==> src/rtl/ternary_simd_reducer_if.sv <==
// Beat and result handshake bundle for the ternary reducer.
// master drives beats and accepts results; slave is the engine.
interface ternary_simd_reducer_if #(
  parameter int LANES       = 16,
  parameter int ACCUM_WIDTH = 32,
  parameter int SUM_WIDTH   = ACCUM_WIDTH + $clog2(LANES)
);
  logic                         in_valid;
  logic                         in_ready;
  logic [2*LANES-1:0]           in_weights;
  logic [2*LANES-1:0]           in_inputs;
  logic                         out_valid;
  logic                         out_ready;
  logic [LANES*ACCUM_WIDTH-1:0] out_vector;
  logic [SUM_WIDTH-1:0]         out_sum;

  modport master (
    output in_valid, in_weights, in_inputs, out_ready,
    input  in_ready, out_valid, out_vector, out_sum
  );

  modport slave (
    input  in_valid, in_weights, in_inputs, out_ready,
    output in_ready, out_valid, out_vector, out_sum
  );
endinterface

==> src/rtl/ternary_simd_reducer.sv <==
// Streaming per-lane ternary MAC with saturate/wrap arithmetic.
// Each job ends with a serial lane reduction into one scalar.
module ternary_simd_reducer #(
  parameter int LANES       = 16,
  parameter int ACCUM_WIDTH = 32,
  parameter int SUM_WIDTH   = ACCUM_WIDTH + $clog2(LANES)
) (
  input  logic                  clk,
  input  logic                  reset,
  input  logic                  start,
  input  logic [15:0]           job_len,
  input  logic [LANES-1:0]      lane_mask,
  input  logic                  weight_brdcst,
  input  logic                  clear_acc,
  input  logic                  sat_en,
  ternary_simd_reducer_if.slave bus,
  output logic [LANES-1:0]      overflow_flags,
  output logic                  busy,
  output logic [31:0]           beat_count,
  output logic [31:0]           skip_total,
  output logic [31:0]           active_lane_beats
);
  localparam int AW = ACCUM_WIDTH;
  localparam int IW = (LANES > 1) ? $clog2(LANES) : 1;
  localparam int CW = $clog2(LANES + 1);
  localparam logic [IW-1:0] LAST = IW'(LANES - 1);
  localparam logic [AW-1:0] ACC_MAX = {1'b0, {(AW-1){1'b1}}};
  localparam logic [AW-1:0] ACC_MIN = {1'b1, {(AW-1){1'b0}}};
  localparam logic [AW:0] ONE  = (AW+1)'(1);
  localparam logic [AW:0] MONE = {(AW+1){1'b1}};

  typedef enum logic [1:0] {
    S_IDLE,
    S_ACCUM,
    S_REDUCE,
    S_OUTPUT
  } state_t;

  state_t                state_q, state_d;
  logic [15:0]           len_q;
  logic [15:0]           cnt_q, cnt_d;
  logic [LANES-1:0]      mask_q;
  logic                  brd_q, sat_q;
  logic                  prime_q, prime_d;
  logic [IW-1:0]         idx_q, idx_d;
  logic signed [AW-1:0]  acc_q [LANES];
  logic signed [AW-1:0]  acc_d [LANES];
  logic [LANES-1:0]      ovf_q, ovf_d;
  logic [SUM_WIDTH-1:0]  sum_q, sum_d;
  logic [31:0]           beat_q, skip_q, alb_q;
  logic                  accept, take_start;
  logic [1:0]            w_l [LANES];
  logic [1:0]            x_l [LANES];
  logic [LANES-1:0]      nz, neg;
  logic [CW-1:0]         skip_n, pop_n;
  logic [AW:0]           wide [LANES];

  // Trit products: nonzero when both trits are 01/10, sign from bit 1.
  always_comb begin
    nz  = '0;
    neg = '0;
    for (int i = 0; i < LANES; i++) begin
      w_l[i] = brd_q ? bus.in_weights[1:0]
                     : bus.in_weights[2*i +: 2];
      x_l[i] = bus.in_inputs[2*i +: 2];
      nz[i]  = (w_l[i][0] ^ w_l[i][1])
             & (x_l[i][0] ^ x_l[i][1]);
      neg[i] = w_l[i][1] ^ x_l[i][1];
    end
  end

  // Enabled-lane and zero-product lane counts for profiling.
  always_comb begin
    skip_n = '0;
    pop_n  = '0;
    for (int i = 0; i < LANES; i++) begin
      if (mask_q[i]) begin
        pop_n = pop_n + CW'(1);
        if (!nz[i]) skip_n = skip_n + CW'(1);
      end
    end
  end

  // Per-lane accumulate with overflow detect and clamp or wrap.
  always_comb begin
    ovf_d = ovf_q;
    for (int i = 0; i < LANES; i++) begin
      acc_d[i] = acc_q[i];
      wide[i]  = {acc_q[i][AW-1], acc_q[i]}
               + (neg[i] ? MONE : ONE);
      if (take_start && clear_acc) begin
        acc_d[i] = '0;
        ovf_d[i] = 1'b0;
      end else if (accept && mask_q[i] && nz[i]) begin
        if (wide[i][AW] != wide[i][AW-1]) begin
          ovf_d[i] = 1'b1;
          if (sat_q) begin
            acc_d[i] = wide[i][AW] ? ACC_MIN : ACC_MAX;
          end else begin
            acc_d[i] = wide[i][AW-1:0];
          end
        end else begin
          acc_d[i] = wide[i][AW-1:0];
        end
      end
    end
  end

  // Job sequencing, beat counting and serial lane reduction.
  always_comb begin
    state_d    = state_q;
    take_start = 1'b0;
    accept     = 1'b0;
    cnt_d      = cnt_q;
    idx_d      = idx_q;
    prime_d    = prime_q;
    sum_d      = sum_q;
    unique case (state_q)
      S_IDLE: begin
        if (start) begin
          take_start = 1'b1;
          cnt_d      = '0;
          if (job_len == 16'd0) begin
            state_d = S_REDUCE;
            prime_d = 1'b1;
            idx_d   = '0;
            sum_d   = '0;
          end else begin
            state_d = S_ACCUM;
          end
        end
      end
      S_ACCUM: begin
        if (bus.in_valid) begin
          accept = 1'b1;
          cnt_d  = cnt_q + 16'd1;
          if (cnt_q + 16'd1 == len_q) begin
            state_d = S_REDUCE;
            idx_d   = '0;
            sum_d   = '0;
          end
        end
      end
      S_REDUCE: begin
        // zero-length jobs spend one extra cycle here
        if (prime_q) begin
          prime_d = 1'b0;
        end else begin
          sum_d = sum_q + (mask_q[idx_q]
                ? SUM_WIDTH'(acc_q[idx_q])
                : {SUM_WIDTH{1'b0}});
          idx_d = idx_q + IW'(1);
          if (idx_q == LAST) state_d = S_OUTPUT;
        end
      end
      S_OUTPUT: begin
        if (bus.out_ready) state_d = S_IDLE;
      end
      default: state_d = S_IDLE;
    endcase
  end

  // State, configuration, datapath and counter registers.
  always_ff @(posedge clk or posedge reset) begin
    if (reset) begin
      state_q <= S_IDLE;
      len_q   <= '0;
      cnt_q   <= '0;
      mask_q  <= '0;
      brd_q   <= 1'b0;
      sat_q   <= 1'b0;
      prime_q <= 1'b0;
      idx_q   <= '0;
      ovf_q   <= '0;
      sum_q   <= '0;
      beat_q  <= '0;
      skip_q  <= '0;
      alb_q   <= '0;
      for (int i = 0; i < LANES; i++) acc_q[i] <= '0;
    end else begin
      state_q <= state_d;
      cnt_q   <= cnt_d;
      prime_q <= prime_d;
      idx_q   <= idx_d;
      ovf_q   <= ovf_d;
      sum_q   <= sum_d;
      for (int i = 0; i < LANES; i++) acc_q[i] <= acc_d[i];
      if (take_start) begin
        len_q  <= job_len;
        mask_q <= lane_mask;
        brd_q  <= weight_brdcst;
        sat_q  <= sat_en;
      end
      if (accept) begin
        beat_q <= beat_q + 32'd1;
        alb_q  <= alb_q + 32'(pop_n);
        skip_q <= skip_q + 32'(skip_n);
      end
    end
  end

  // Flatten the lane accumulators onto the result vector.
  always_comb begin
    bus.out_vector = '0;
    for (int i = 0; i < LANES; i++) begin
      bus.out_vector[i*AW +: AW] = acc_q[i];
    end
  end

  assign bus.in_ready      = (state_q == S_ACCUM);
  assign bus.out_valid     = (state_q == S_OUTPUT);
  assign bus.out_sum       = sum_q;
  assign busy              = (state_q != S_IDLE);
  assign overflow_flags    = ovf_q;
  assign beat_count        = beat_q;
  assign skip_total        = skip_q;
  assign active_lane_beats = alb_q;
endmodule

==> src/flat_wrapper.sv <==
// flat-port wrapper written by rule: the top's interface ports become plain ports
module ternary_simd_reducer_flat 
#(
  parameter int LANES       = 16,
  parameter int ACCUM_WIDTH = 32,
  parameter int SUM_WIDTH   = ACCUM_WIDTH + $clog2(LANES)
)
  (clk, reset, start, job_len, lane_mask, weight_brdcst, clear_acc, sat_en, overflow_flags, busy, beat_count, skip_total, active_lane_beats, bus_in_valid, bus_in_weights, bus_in_inputs, bus_out_ready, bus_in_ready, bus_out_valid, bus_out_vector, bus_out_sum);
  ternary_simd_reducer_if #(.LANES(LANES), .ACCUM_WIDTH(ACCUM_WIDTH), .SUM_WIDTH(SUM_WIDTH)) bus_i ();
  input  logic clk;
  input  logic reset;
  input  logic start;
  input  logic [15:0] job_len;
  input  logic [LANES-1:0] lane_mask;
  input  logic weight_brdcst;
  input  logic clear_acc;
  input  logic sat_en;
  output logic [LANES-1:0] overflow_flags;
  output logic busy;
  output logic [31:0] beat_count;
  output logic [31:0] skip_total;
  output logic [31:0] active_lane_beats;
  input wire logic [$bits(bus_i.in_valid)-1:0] bus_in_valid;
  input wire logic [$bits(bus_i.in_weights)-1:0] bus_in_weights;
  input wire logic [$bits(bus_i.in_inputs)-1:0] bus_in_inputs;
  input wire logic [$bits(bus_i.out_ready)-1:0] bus_out_ready;
  output wire logic [$bits(bus_i.in_ready)-1:0] bus_in_ready;
  output wire logic [$bits(bus_i.out_valid)-1:0] bus_out_valid;
  output wire logic [$bits(bus_i.out_vector)-1:0] bus_out_vector;
  output wire logic [$bits(bus_i.out_sum)-1:0] bus_out_sum;
  assign bus_i.in_valid = bus_in_valid;
  assign bus_i.in_weights = bus_in_weights;
  assign bus_i.in_inputs = bus_in_inputs;
  assign bus_i.out_ready = bus_out_ready;
  assign bus_in_ready = bus_i.in_ready;
  assign bus_out_valid = bus_i.out_valid;
  assign bus_out_vector = bus_i.out_vector;
  assign bus_out_sum = bus_i.out_sum;
  ternary_simd_reducer #(.LANES(LANES), .ACCUM_WIDTH(ACCUM_WIDTH), .SUM_WIDTH(SUM_WIDTH)) u_core (.clk(clk), .reset(reset), .start(start), .job_len(job_len), .lane_mask(lane_mask), .weight_brdcst(weight_brdcst), .clear_acc(clear_acc), .sat_en(sat_en), .bus(bus_i), .overflow_flags(overflow_flags), .busy(busy), .beat_count(beat_count), .skip_total(skip_total), .active_lane_beats(active_lane_beats));
endmodule
==> config.mk <==
export PLATFORM = sky130hd
export DESIGN_NAME = ternary_simd_reducer_flat
export DESIGN_NICKNAME = d
export VERILOG_FILES = /design/src/rtl/ternary_simd_reducer_if.sv /design/src/rtl/ternary_simd_reducer.sv /design/src/flat_wrapper.sv
export SDC_FILE = /design/constraint.sdc
export NUM_CORES = 2
export LEC_CHECK = 0
export BUFFER_PORTS_ARGS = -buffer_cell sky130_fd_sc_hd__buf_2
export CAP_MARGIN = 20
export CORE_UTILIZATION = 25
export CTS_CLUSTER_DIAMETER = 60
export CTS_CLUSTER_SIZE = 20
export DETAILED_ROUTE_END_ITERATION = 10
export SLEW_MARGIN = 20
export SYNTH_ARGS = -nofsm -noshare
export SYNTH_HDL_FRONTEND = slang
export SYNTH_SLANG_ARGS = --single-unit
==> constraint.sdc <==
create_clock -name clk -period 25.9 [get_ports clk]
set_clock_uncertainty 0.2 [all_clocks]
set_input_delay 5.18 -clock clk [delete_from_list [all_inputs] [get_ports clk]]
set_output_delay 5.18 -clock clk [all_outputs]
set_load 0.05 [all_outputs]
## Word level (Yosys, flattened, before mapping)

Index checks and enable logic that the tools add are counted.

- Bitwise operators: 65
- Mux-type cells: 243
- Reduce and logical (&&, ||, !) cells: 91
- Order comparisons: 2
- Equal/unequal tests: 28
- Add/subtract/negate cells: 52

Operators by type and width:

| kind | number |
|---|---|
| 32-bit 2-to-1 mux | 82 |
| 33-bit adder | 16 |
| 33-bit 2-to-1 mux | 16 |
| 5-bit 2-to-1 mux | 46 |
| 36-bit 2-to-1 mux | 6 |
| 5-bit by 1-bit adder with 5-bit output (second input constant) | 29 |
| 32-bit binary-select mux with 4-bit select | 1 |
| 36-bit one-hot mux with 3 select lines | 1 |
| 2-bit nonzero test | 35 |
| 32-bit by 5-bit adder with 32-bit output | 2 |
| 1-bit 2-to-1 mux | 57 |
| 1-bit bitwise XOR | 48 |
| 2-bit 2-to-1 mux | 22 |
| 36-bit adder | 1 |
| 1-bit logical AND | 33 |
| 32-bit by 1-bit adder with 32-bit output (second input constant) | 1 |
| 16-bit 2-to-1 mux | 2 |
| 16-bit one-hot mux with 2 select lines | 1 |
| 2-bit AND reduction | 16 |
| 4-bit 2-to-1 mux | 5 |
| 16-bit by 1-bit adder with 16-bit output (second input constant) | 1 |
| 1-bit AND | 16 |
| 16-bit equality test | 1 |
| 16-bit zero test | 1 |
| other kinds (19) | 42 |

- Flip-flop bits (word level): 717

## Longest topological paths before layout

- Depth in word-level cells: 50
- Depth in mapped cells: 71

## Worst setup path after synthesis

Ideal clock, no wire load.

- Path kind: input to register
- From: input bus_in_weights[0]
- To: register u_core.skip_q[29], in the netlist u_core.skip_total[29]
- Cell stages on the path: 67
- Arrival: 16.772 ns
- Slack: 8.787 ns
- Data required time: 25.559 ns
- Library setup time: 0.141 ns
- Buffers on the path: 4
- Cell sequence: xnor2_2 and2_4 buf_6 buf_2 buf_2 buf_1 a211oi_1 inv_1 ha_1 and2_1 a31oi_2 inv_1 ha_1 o211ai_1 nand2_1 ha_1 inv_1 o211a_1 [31 not listed] a22oi_1 o21ai_0 ha_1 mux2_2 ha_1 nand2_1 or4_1 mux2i_1 xnor2_1 ha_1 a21oi_1 nor2_1 and2_1 and3_1 nand3_1 nor2_1 nand3_1 xnor2_1

- Longest elaborated chain between the ends: 50
- Elaborated cells between the ends (all ways): 95
- Those cells by class: add/sub: 16; mux: 47; bitwise: 32

RTL lines:

| what | RTL line | source |
|---|---|---|
| start: declaration | flat_wrapper.sv:24 | `input wire logic [$bits(bus_i.in_weights)-1:0] bus_in_weights;` |
| 1-bit bitwise XOR | ternary_simd_reducer.sv:66 | `nz[i] = (w_l[i][0] ^ w_l[i][1])` |
| 1-bit AND | ternary_simd_reducer.sv:67 | `& (x_l[i][0] ^ x_l[i][1]);` |
| 1-bit 2-to-1 mux | ternary_simd_reducer.sv:79 | `if (!nz[i]) skip_n = skip_n + CW'(1);` |
| 5-bit 2-to-1 mux | ternary_simd_reducer.sv:77 | `if (mask_q[i]) begin` |
| 5-bit by 1-bit adder with 5-bit output | ternary_simd_reducer.sv:79 |  |
| 5-bit 2-to-1 mux | ternary_simd_reducer.sv:79 |  |
| 5-bit 2-to-1 mux | ternary_simd_reducer.sv:77 |  |
| 5-bit by 1-bit adder with 5-bit output | ternary_simd_reducer.sv:79 |  |
| [34 not listed] | n/a |  |
| 5-bit 2-to-1 mux | ternary_simd_reducer.sv:77 |  |
| 5-bit by 1-bit adder with 5-bit output | ternary_simd_reducer.sv:79 |  |
| 5-bit 2-to-1 mux | ternary_simd_reducer.sv:79 |  |
| 5-bit 2-to-1 mux | ternary_simd_reducer.sv:77 |  |
| 5-bit by 1-bit adder with 5-bit output | ternary_simd_reducer.sv:79 |  |
| 5-bit 2-to-1 mux | ternary_simd_reducer.sv:79 |  |
| 5-bit 2-to-1 mux * | ternary_simd_reducer.sv:77 |  |
| 32-bit by 5-bit adder with 32-bit output * | ternary_simd_reducer.sv:197 | `skip_q <= skip_q + 32'(skip_n);` |
| end signal: assignment | ternary_simd_reducer.sv:197 |  |
| end: declaration | ternary_simd_reducer.sv:50 | `logic [31:0] beat_q, skip_q, alb_q;` |

Every way passes the cells marked *; elsewhere a longest branch is shown, timed or not.
A chain may end at the register's enable or synchronous reset.

## Worst setup path in the final report

- From: input bus_in_weights[1]
- To: register u_core.skip_q[29], in the netlist u_core.skip_total[29]

Same word-level chain as after synthesis.

==> impl_metrics.csv <==
group,metric,value,unit
logic_synthesis,ys_seq_area_share,29.0,%
timing,timing.fmax,0.0563,GHz
floorplanning,die-area,249000,sq um
global_route,grt_pass1_vias,55800,
critical_path,end_kind,"flop",
critical_path,r2r-start,"u_core.brd_q$_DFFE_PP0P_",
timing,finalSetupViolCount,0,
logic_synthesis,async_flop_share,100,%
clock_tree,cts_sinks,717,
logic_synthesis,synth-edff-count,0,
clock_tree,numCtsBuffers,107,
clock_tree,cts_setup_buffers,0,
route,routed.top_layer,"met5",
critical_path,worstRegToRegCells,63,
clock_tree,clock_latency,790,ps
route,drc,0,
timing,finalCriticalPeriod,17760,ps
critical_path,cp_slowest_cell,"and2_4",
global_route,grt_overflow,0,
logic_synthesis,yosysWarnings,0,
route,wl_met3,23.2,mm
floorplanning,die_height,499,microns
critical_path,worstPathRequired,26350,ps
floorplanning,ios,767,
floorplanning,die_width,499,microns
clock_tree,post_cts_resized,0,
route,m1WireLength,117,mm
logic_synthesis,synthAdderAreaFrac,12.3,%
critical_path,crit_type,"primary input to flop",
logic_synthesis,synth_xor_area_share,10.2,%
logic_synthesis,syn_avg_cell_area,8.92,sq um
logic_synthesis,syn_area,61800,sq um
route,antenna_left,0,
floorplanning,rows,182,
critical_path,r2r-end,"u_core.skip_total[29]$_DFFE_PP0P_",
route,vias,58600,
timing,tightest_slew,1130,ps
hold_path,holdPathStages,1,
critical_path,crit_fanout,33,
logic_synthesis,synth_fp_nets,7628,
global_route,grt_pass1_wl,403,mm
hold_path,hold_end,"u_core.active_lane_beats[31]$_DFFE_PP0P_",
place,io_buffers,766,
critical_path,worst_setup_path_start_kind,"primary input",
route,wl_per_cell,25.9,microns
logic_synthesis,synth_cells,6926,
critical_path,cp.arrival,18220,ps
global_route,grt_start_max_net_pins,88,
status,status,"finished clean",
finish,most-common-layout-cells,"buf_2 (766), dfrtp_1 (712), nand2_1 (698)",
timing,rsz0062_at_grt,"no",
logic_synthesis,synthFlopType,"dfrtp_1",
route,drt-total-wl,284,mm
place,routabilityCongestion,0.970,
floorplanning,core,246000,sq um
finish,drive_above_1_share,18.3,%
finish,areaGrowthSynthToFinish,19.1,%
place,dpl.hpwl,225,mm
finish,final_common_cell,"buf_2",
clock_tree,cts_tree,"done",
timing,fin_setup_tns,0,ps
critical_path,cpMostUsedCell,"ha_1",
logic_synthesis,synthMuxAreaShare,7.09,%
hold_path,min-delay-start,"u_core.active_lane_beats[31]$_DFFE_PP0P_",
logic_synthesis,synth_top_family_by_area,"compound AO/OA/AOI/OAI gates",
route,via_per_inst,5.34,
clock_tree,clockRootBuffer,"clkbuf_16",
global_route,grt_util_all_layers,22.1,%
clock_tree,cts_htree_levels,3,
floorplanning,start_util,25.1,%
timing,period_share,68.6,%
timing,final_max_slew_viol_count,0,
logic_synthesis,yosys.area_share.simple,13.9,%
flow_run,drv_cap,0,
critical_path,slowest_delay,540,ps
timing,finalHoldViolations,0,
route,drt_iter0_markers,4701,
clock_tree,path_clk_slew,70,ps
hold_path,hold_class,"flop to flop",
clock_tree,cts_buffer_depth,3,
finish,num-nets-final,8327,
route,dr.pass1.iters,8,
timing,timing.slew.headroom,23.8,%
logic_synthesis,synth_compound_area_share,24.0,%
global_route,grt_antenna_before_repair,60,
logic_synthesis,yosysUniqueCellTypes,93,
critical_path,rrSetupSlack,12380,ps
route,wl_met2,119,mm
clock_tree,holdBufCountCts,0,
logic_synthesis,synth.ff_latch_count,717,
-- cell type report --
| type | count | area, sq um |
|---|---|---|
| antenna | 23 | 57.6 |
| sequential | 717 | 18000 |
| timing repair buffer | 864 | 4580 |
| clock buffer | 121 | 2800 |
| clock inverter | 81 | 972 |
| tap | 3220 | 4030 |
| fill | 25700 | 172000 |
| inverter | 299 | 1130 |
| multi-input combinational | 5636 | 42100 |
-- registers in the layout, indices dropped and copies added (netlist names) --
signal,cells
u_core.cnt_q,16
u_core.bus.out_sum,36
u_core.beat_count,32
u_core.overflow_flags,16
u_core.skip_total,32
u_core.len_q,16
u_core.state_q,2
u_core.prime_q,1
u_core.brd_q,1
u_core.sat_q,1
u_core.bus.out_vector,512
u_core.mask_q,16
u_core.idx_q,4
u_core.active_lane_beats,32
-- metal layers --
layer,track usage [%],up-vias
li1,-,27000
met1,27.5,28800
met2,32.6,2255
met3,5.44,560
met4,16.9,34
met5,0,-
-- how the worst max path moves through the flow --
stage                            from                                       to  slack (ps)  cells past startpoint
floorplan                       reset  u_core.active_lane_beats[0]$_DFFE_PP0P_         410                      1
global placement    bus_in_weights[1]        u_core.skip_total[31]$_DFFE_PP0P_        7630                     64
detailed placement  bus_in_weights[1]        u_core.skip_total[31]$_DFFE_PP0P_        7410                     64
CTS                 bus_in_weights[1]        u_core.skip_total[29]$_DFFE_PP0P_        8240                     64
global route        bus_in_weights[1]        u_core.skip_total[28]$_DFFE_PP0P_        7190                     65
finish              bus_in_weights[1]        u_core.skip_total[29]$_DFFE_PP0P_        8140                     64
-- worst max-delay path, delay by kind of cell --
kind	cells	cell delay (ps)
AO/OA/AOI/OAI	17	2840
XOR/XNOR	3	630
adder cells (fa/ha/maj)	16	4670
buffers and inverters	7	630
multiplexers	4	900
AND/OR/NAND/NOR	17	3310
-- synth_stat cells (all sizes together) (33+ instances only) --
cell type	number	area, sq um
and3	66	413
a221o	233	2330
nor2b	115	719
clkbuf	249	935
a211oi	35	263
nand2	700	2630
inv	299	1120
nand4	45	282
o31ai	37	292
o211ai	36	275
a21oi	530	2650
a22oi	33	248
dfrtp	717	17900
nor3	87	435
o21ai	620	3110
xnor2	484	4320
a211o	34	298
nand3	106	536
o21a	79	593
o21bai	80	601
ha	579	7240
mux4	164	3690
nor2	496	1860
a31oi	65	413
mux2	43	484
and2	40	253
nand2b	82	513
xor2	206	1860
a21o	256	1920
a21boi	51	383
-- through the flow --
stage / setup WS (ps) / util, % / area, sq um / std cells / hold slack [ps]
after global routing: 7190 / 29.9 / 73600 / 10900 / 279
after detailed placement: 7410 / 28.4 / 69800 / 10700 / 259
after floorplan: 408 / - / 61800 / 6926 / 277
after global placement: 7630 / 28.4 / 69800 / 10700 / 255
after CTS: 8240 / 29.9 / 73600 / 10900 / 270
final: 8140 / 30.0 / 73600 / 11000 / 270
-- logic make-up (layout without fill, tap and decap cells) --
group,Yosys count,after routing
and+or+nand+nor,1866,1866
buffers and inverters,573,1365
xor gates and xnor gates,694,694
DFF,717,717
AOI/OAI and AO/OA,2251,2251
adders and majority gates,598,598
other,0,23
muxes,227,227
Power is not shown: default switching activity piles up to over one toggle a cycle in this logic, so the estimate is an artifact.
